## config.mk

```make
export PLATFORM = sky130hd
export DESIGN_NAME = uart_word_tx
export DESIGN_NICKNAME = d
export VERILOG_FILES = /design/src/rtl/uart_word_tx.sv
export SDC_FILE = /design/constraint.sdc
export NUM_CORES = 1
export LEC_CHECK = 0
export CORE_MARGIN = 5
export CORE_UTILIZATION = 57
export CTS_BUF_LIST = sky130_fd_sc_hd__clkbuf_2 sky130_fd_sc_hd__clkbuf_4 sky130_fd_sc_hd__clkbuf_8
export CTS_CLUSTER_DIAMETER = 50
export DETAILED_ROUTE_END_ITERATION = 12
export PLACE_DENSITY = 0.86
export REMOVE_ABC_BUFFERS = 1
export SETUP_SLACK_MARGIN = 0.1
export SLEW_MARGIN = 25
export SYNTH_ARGS = -nofsm -noshare
export SYNTH_HDL_FRONTEND = slang
export SYNTH_SLANG_ARGS = --single-unit
```

## constraint.sdc

```tcl
create_clock -name clk -period 3.1 [get_ports clk]
set_input_delay 0.62 -clock clk [delete_from_list [all_inputs] [get_ports clk]]
set_output_delay 0.62 -clock clk [all_outputs]
set_load 0.02 [all_outputs]
```

## src/rtl/uart_word_tx.sv

```systemverilog
// Serializes a latched 32-bit count word as four 8N1 UART frames on txd.
// Outputs are registered from the next-state values, so txd never has a combinational path to the pin.

module uart_word_tx #(
   parameter int CLKS_PER_BIT   = 434,
   parameter bit MSB_BYTE_FIRST = 1'b1,
   parameter int GAP_BITS       = 0
) (
   input  logic        clk,
   input  logic        rst,
   input  logic [31:0] send_f,
   input  logic        trans_ack,
   output logic        txd,
   output logic        busy,
   output logic        done
);

   localparam int CNT_W = (CLKS_PER_BIT > 2) ? $clog2(CLKS_PER_BIT) : 1;
   localparam logic [CNT_W-1:0] BIT_LAST = CNT_W'(CLKS_PER_BIT - 1);
   localparam logic [3:0] GAP_LAST = 4'((GAP_BITS > 0) ? (GAP_BITS - 1) : 0);

   typedef enum logic [2:0] {IDLE, START, DATA, STOP, GAP, DONE} state_t;

   state_t            state, state_n;
   logic [CNT_W-1:0]  bit_cnt, bit_cnt_n;
   logic [3:0]        gap_cnt, gap_cnt_n;
   logic [2:0]        bit_idx, bit_idx_n;
   logic [1:0]        byte_idx, byte_idx_n;
   logic [31:0]       shift_word, shift_word_n;
   logic              ack_q;
   logic              req;
   logic              tick;
   logic [1:0]        byte_sel;
   logic [7:0]        cur_byte;
   logic              txd_d, busy_d, done_d;

   assign req  = trans_ack & ~ack_q;
   assign tick = (bit_cnt == BIT_LAST);

   always_ff @(posedge clk or negedge rst) begin
      if (!rst) begin
         state      <= IDLE;
         bit_cnt    <= '0;
         gap_cnt    <= '0;
         bit_idx    <= '0;
         byte_idx   <= '0;
         shift_word <= '0;
         ack_q      <= 1'b0;
         txd        <= 1'b1;
         busy       <= 1'b0;
         done       <= 1'b0;
      end else begin
         state      <= state_n;
         bit_cnt    <= bit_cnt_n;
         gap_cnt    <= gap_cnt_n;
         bit_idx    <= bit_idx_n;
         byte_idx   <= byte_idx_n;
         shift_word <= shift_word_n;
         ack_q      <= trans_ack;
         txd        <= txd_d;
         busy       <= busy_d;
         done       <= done_d;
      end
   end

   // Each state holds for whole bit periods; the bit timer restarts on every state or bit change.
   always_comb begin
      state_n      = state;
      gap_cnt_n    = gap_cnt;
      bit_idx_n    = bit_idx;
      byte_idx_n   = byte_idx;
      shift_word_n = shift_word;
      case (state)
         IDLE: begin
            if (req) begin
               state_n      = START;
               shift_word_n = send_f;
            end
         end
         START: begin
            if (tick) begin
               state_n   = DATA;
               bit_idx_n = 3'd0;
            end
         end
         DATA: begin
            if (tick) begin
               if (bit_idx == 3'd7) state_n = STOP;
               else                 bit_idx_n = bit_idx + 3'd1;
            end
         end
         STOP: begin
            if (tick) begin
               if (byte_idx == 2'd3) begin
                  state_n = DONE;
               end else begin
                  byte_idx_n = byte_idx + 2'd1;
                  if (GAP_BITS > 0) begin
                     state_n   = GAP;
                     gap_cnt_n = 4'd0;
                  end else begin
                     state_n = START;
                  end
               end
            end
         end
         GAP: begin
            if (tick) begin
               if (gap_cnt == GAP_LAST) state_n = START;
               else                     gap_cnt_n = gap_cnt + 4'd1;
            end
         end
         DONE: begin
            state_n    = IDLE;
            byte_idx_n = 2'd0;
         end
         default: state_n = IDLE;
      endcase

      if (tick || (state_n != state) || (state == IDLE)) bit_cnt_n = '0;
      else                                                bit_cnt_n = bit_cnt + 1'b1;
   end

   // The DONE cycle produces done=1/busy=0, which reach the pins on the following edge.
   always_comb begin
      byte_sel = MSB_BYTE_FIRST ? (2'd3 - byte_idx_n) : byte_idx_n;
      cur_byte = shift_word_n[{byte_sel, 3'b000} +: 8];
      txd_d    = 1'b1;
      case (state_n)
         START:   txd_d = 1'b0;
         DATA:    txd_d = cur_byte[bit_idx_n];
         default: txd_d = 1'b1;
      endcase
      busy_d = (state_n != IDLE);
      done_d = (state == DONE);
   end

endmodule
```

---- Word-level counts from Yosys, hierarchy flattened ----
Index checks and enable logic that the tools add are counted.
operators by class
  eq/ne operators ......................... 11
  reductions and logical operators ........ 6
  add/sub/neg operators ................... 5
  $lt $le $gt $ge ......................... 1
  multiplexer cells ....................... 22
  shift-type cells ........................ 1
  bitwise logic cells ..................... 3
operators by type and width
  operator                                                     count
  2-to-1 mux 32 bit                                            2
  2-to-1 mux 3 bit                                             11
  variable part select 32 x 6 -> 8 bit                         1
  case mux 3 bit (5 select lines)                              1
  adder 9 x 1 -> 9 bit (second input constant)                 1
  == test 3 x 2 -> 1 bit (second input constant)               3
  == test 3 bit (second input constant)                        3
  == test 9 bit (second input constant)                        1
  2-to-1 mux 9 bit                                             1
  == test 3 x 1 -> 1 bit (second input constant)               2
  case mux 3 bit (2 select lines)                              1
  adder 4 x 1 -> 4 bit (second input constant)                 1
  zero test 4 bit                                              1
  less-than comparator 3 x 4 -> 1 bit (second input constant)  1
  2-to-1 mux 2 bit                                             2
  case mux 2 bit (2 select lines)                              1
  adder 3 x 1 -> 3 bit (second input constant)                 1
  binary-select mux 1 bit (select 3 bit)                       1
  zero test 3 bit                                              1
  != test 3 bit                                                1
  AND reduction 3 bit                                          1
  nonzero test 3 bit                                           1
  adder 2 x 1 -> 2 bit (second input constant)                 1
  == test 2 bit (second input constant)                        1
  other kinds (6)                                              8
word-level totals
  word-level logic and storage cells ...... 59
  output and inout bits ................... 3
  register bits after elaboration ......... 57
  bits of input ports ..................... 35

---- Depth between registers and ports, before layout ----
  word-level depth ........................ 9
  mapped depth ............................ 13
  gate-level depth less buffers ........... 11

---- Worst setup path before layout ----
Ideal clock, no wire load.
  path kind ............................... reg2reg
  from .................................... reg bit_cnt[1]
  to ...................................... reg txd
  data arrival time ....................... 2.623 ns
  stages on the path, launching flop included .. 13
  slack ................................... 0.386 ns
  setup time .............................. 0.091 ns
  clock period less this slack ............ 2.714 ns
  cell sequence ........................... dfrtp_1 -> inv_1 -> ha_1 -> and4_1 -> clkbuf_1 -> nand2_1 -> or4_1 -> clkbuf_1 -> and3_1 -> a2111oi_0 -> a211oi_1 -> a22oi_1 -> nand4_1
between the ends
  word-level cells in the longest chain between the ends .. 8
  elaborated cells on any way between the ends .. 18
  those cells by class .................... add/sub (1); eq/ne (3); shift (1); mux (13)
ends and longest elaborated chain
  what                                    RTL line  text
  from (decl)                             25        logic [CNT_W-1:0] bit_cnt, bit_cnt_n;
  from (signal assigned)                  54        bit_cnt <= bit_cnt_n;
  == test 9 bit (*)                       38        assign tick = (bit_cnt == BIT_LAST);
  2-to-1 mux 2 bit                        93        if (tick) begin
  case mux 2 bit (2 select lines)         73        case (state)
  subtractor 2 bit                        126       byte_sel = MSB_BYTE_FIRST ? (2'd3 - byte_idx_n) : byte_idx_n;
  variable part select 32 x 6 -> 8 bit    127       cur_byte = shift_word_n[{byte_sel, 3'b000} +: 8];
  binary-select mux 1 bit (select 3 bit)  131       DATA: txd_d = cur_byte[bit_idx_n];
  2-to-1 mux 1 bit (implied by the code)  131
  case mux 1 bit (2 select lines) (*)     129       case (state_n)
  named net txd_d                         35        logic txd_d, busy_d, done_d;
  to (signal assigned)                    60        txd <= txd_d;
  to (decl)                               13        output logic txd,
Mark *: on every way through the listed nets, which the timed path passes. The rest lies on a longest branch. The select of a mux whose other input is x is not followed.
A chain may end at the register's enable or synchronous reset.

---- Final worst setup path ----
  from .................................... reg bit_cnt[3]
  to ...................................... reg txd
between the ends
  elaborated cells on any way between the ends .. 18
  those cells by class .................... add/sub (1); eq/ne (3); shift (1); mux (13)
RTL lines
  what                                        RTL line  text
  == test 9 bit (*)                           38
  2-to-1 mux 3 bit (on tied branches)         87, 81
  case mux 3 bit (2 select lines) (*)         73
  named net bit_idx_n[0]                      27        logic [2:0] bit_idx, bit_idx_n;
  binary-select mux 1 bit (select 3 bit) (*)  131
  2-to-1 mux 1 bit (implied by the code) (*)  131
  case mux 1 bit (2 select lines) (*)         129
  named net txd_d                             35
Marks and branches as above.

==> impl_metrics.toml <==
[run_status]
outcome = "complete, no violations"

[global_route]
grt_pass1_wl_mm = 10.72
grt_pass1_vias = 2394
antenna_found_initial = 0
overflow = 0
grt_max_degree = 31
grt_use_total = 0.2126

[clock_tree]
h-tree-depth = 3
path_clk_slew_ns = 0.06
cts_sinks = 57
cts_resized = 0
cts_buffers = 9
worst_skew_pair.late_latency_ns = 0.34
root_buffer = "clkbuf_8"
postCtsSetupBuffers = 0
hold_buffers = 0
cts_tree = "built"
clock_path_buffers = 2

[synth]
ys_seq_area_frac = 0.4812
syn_avg_cell_area_um2 = 9.329
async_flop_share = 1.000
synthTopCellsByCount = "nand2_1 (78), dfrtp_1 (56), nor2_1 (23)"
synth_warnings = 0
ys_seq_elements = 57
synth_edf_count = 0
synthFlopType = "dfrtp_1"
syn_inst = 318
post_synth_instance_area_mm2 = 0.002967
netlist_top_cells_area = "dfrtp_1 (47%), nand2_1 (9.9%), nor2_1 (2.9%), xnor2_1 (2.7%), a211oi_1 (2.5%)"
synth_cell_type_count = 55
synth_top_area_cell = "dfrtp_1"
yosysTopAreaCellShare = 0.4724
yosysMostFrequentCell = "nand2_1"

[drt]
dr.pass1.iters = 5
top_layer = "met4"
wl_met2_mm = 2.931
ant_nets = 0
wl_met1_mm = 2.999
viasPerCell = 5.680
wl_met3_um = 369
routed_wl_mm = 6.454
post_drt_wl_per_cell_um = 14.63
vias = 2505
drcViolationCount = 0
drt-initial-drc-count = 196

[job]
max-cap-violations = 0

[sta]
fin_skew_ns = 0.007770
setup_viol = 0
clock.fmax_mhz = 356.8
hold_viol_final = 0
fin_crit_sh = 0.9041
period_needed_ns = 2.803
worst_pin_slew_ns = 0.6827
rsz0062_at_grt = "no"
slew_violations = 0
fin_hold_ws_ns = 0.3237
finalSetupTns_ns = 0
slew-limit-headroom = 0.5448

[setup_path]
cp_max_fo = 8
path_class = "reg2reg"
arrival_ns = 3.05
reg2reg_depth = 9
timing.rr.start = "bit_cnt[3]"
cp-end-kind = "register"
critPathCapture = "txd"
crit_required_ns = 3.35
crit_start = "bit_cnt[3]"
start_kind = "register"
rr_endpoint = "txd"
rrSetupSlack_ns = 0.30

[floorplan]
ios = 38
rows = 26
fp.coreArea_mm2 = 0.005075
floorplan.initialDensity = 0.5846
die_w_um = 82.14
die_h_um = 82.14
fp.dieArea_mm2 = 0.006747

[place]
hpwl_mm = 4.734
port_buffers = 37
globalplace.congestion = 0.8954

[pwr]
pwr_density_cell_mw_per_mm2 = 391.0
p_leak_nw = 1.782
ir_worst_vdd_mv = 0.2615
p_total_w = 0.001436

[layout]
areaGrowthSynthToFinish_pct = 23.79
layout-drive-gt1-share = 0.1267
antenna_cells = 0
final_net_count = 406

[min_path]
hold_path.class = "in2async"
-- cell usage in the layout, fill, tap and decap left out, drive strengths merged, types with 6 or more instances in the layout --
cell            n
nor3            7
nand4           7
nand2          78
xnor2           9
a21oi           8
mux2            6
dfrtp          56
nand3          12
o21ai           8
clkbuf         13
inv            12
clkdlybuf4s50  36
a211oi         10
buf            15
nor2           24
and3            7
-- final cells by class --
class                      count  area, µm²
clock buffer                  13      166.4
clock inverter                 3      15.01
fill                         387       1403
inverter                      12      47.55
multi-input combinational    235       1433
sequential                    57       1428
tap                           70      87.58
timing repair buffer          51      495.5
-- state kept, by name (all words and copies together) (netlist names) --
register / flops
busy: 1
gap_cnt: 4
bit_cnt: 9
state: 3
shift_word: 32
byte_idx: 2
bit_idx: 3
done: 1
ack_q: 1
txd: 1
-- layer usage --
metal | global-route usage | vias to the layer above
li1 | - | 1217
met1 | 0.2857 | 1183
met2 | 0.3263 | 91
met3 | 0.04013 | 14
met4 | 0.1146 | 0
met5 | 0 | -
-- where the power goes --
part           switching [W]  internal (W)
registers        0.000000173      0.000745
logic              0.0000215     0.0000395
clock network       0.000283      0.000347
-- per-stage QoR --
step           utilization  setup slack (ns)  std cells  instance area (µm²)
2_1_floorplan            -            0.2999        304                 2904
3_3_place_gp        0.6871            0.3518        425                 3487
3_5_place_dp        0.6871            0.2910        425                 3487
4_1_cts             0.7229            0.2461        441                 3669
5_1_grt             0.7236            0.1784        441                 3672
6_report            0.7236            0.2974        441                 3672
-- critical path, cell delays in order, from the launching register on --
cell       delay, ns
dfrtp_1         0.44
or4b_1          0.56
or3_4           0.42
o21a_1          0.27
nor2_8          0.16
inv_4           0.08
a2111oi_0       0.45
a211oi_1        0.09
a22oi_1         0.15
nand4_1         0.10
-- worst min path at each step --
| stage | startpoint | endpoint | slack [ns] | depth (start not counted) |
|---|---|---|---|---|
| after floorplan | rst | ack_q | 0.32 | 0 |
| after global placement | shift_word[28] | shift_word[28] | 0.45 | 2 |
| after detailed placement | shift_word[29] | shift_word[29] | 0.46 | 2 |
| after CTS | rst | bit_cnt[8] | 0.33 | 1 |
| final | rst | bit_cnt[4] | 0.32 | 1 |
| after global routing | rst | bit_cnt[8] | 0.38 | 1 |
-- cell families (layout without fill, tap and decap cells) --
logic type,Yosys count,after routing,synth area share
fa+ha+maj,5,5,0.02109
mux,11,11,0.03964
xor+xnor,11,11,0.03248
buf+inv,26,79,0.03712
simple gates,152,152,0.2497
compound gates,56,56,0.1388
flops,57,57,0.4812
(Power assumes the default switching activity.)
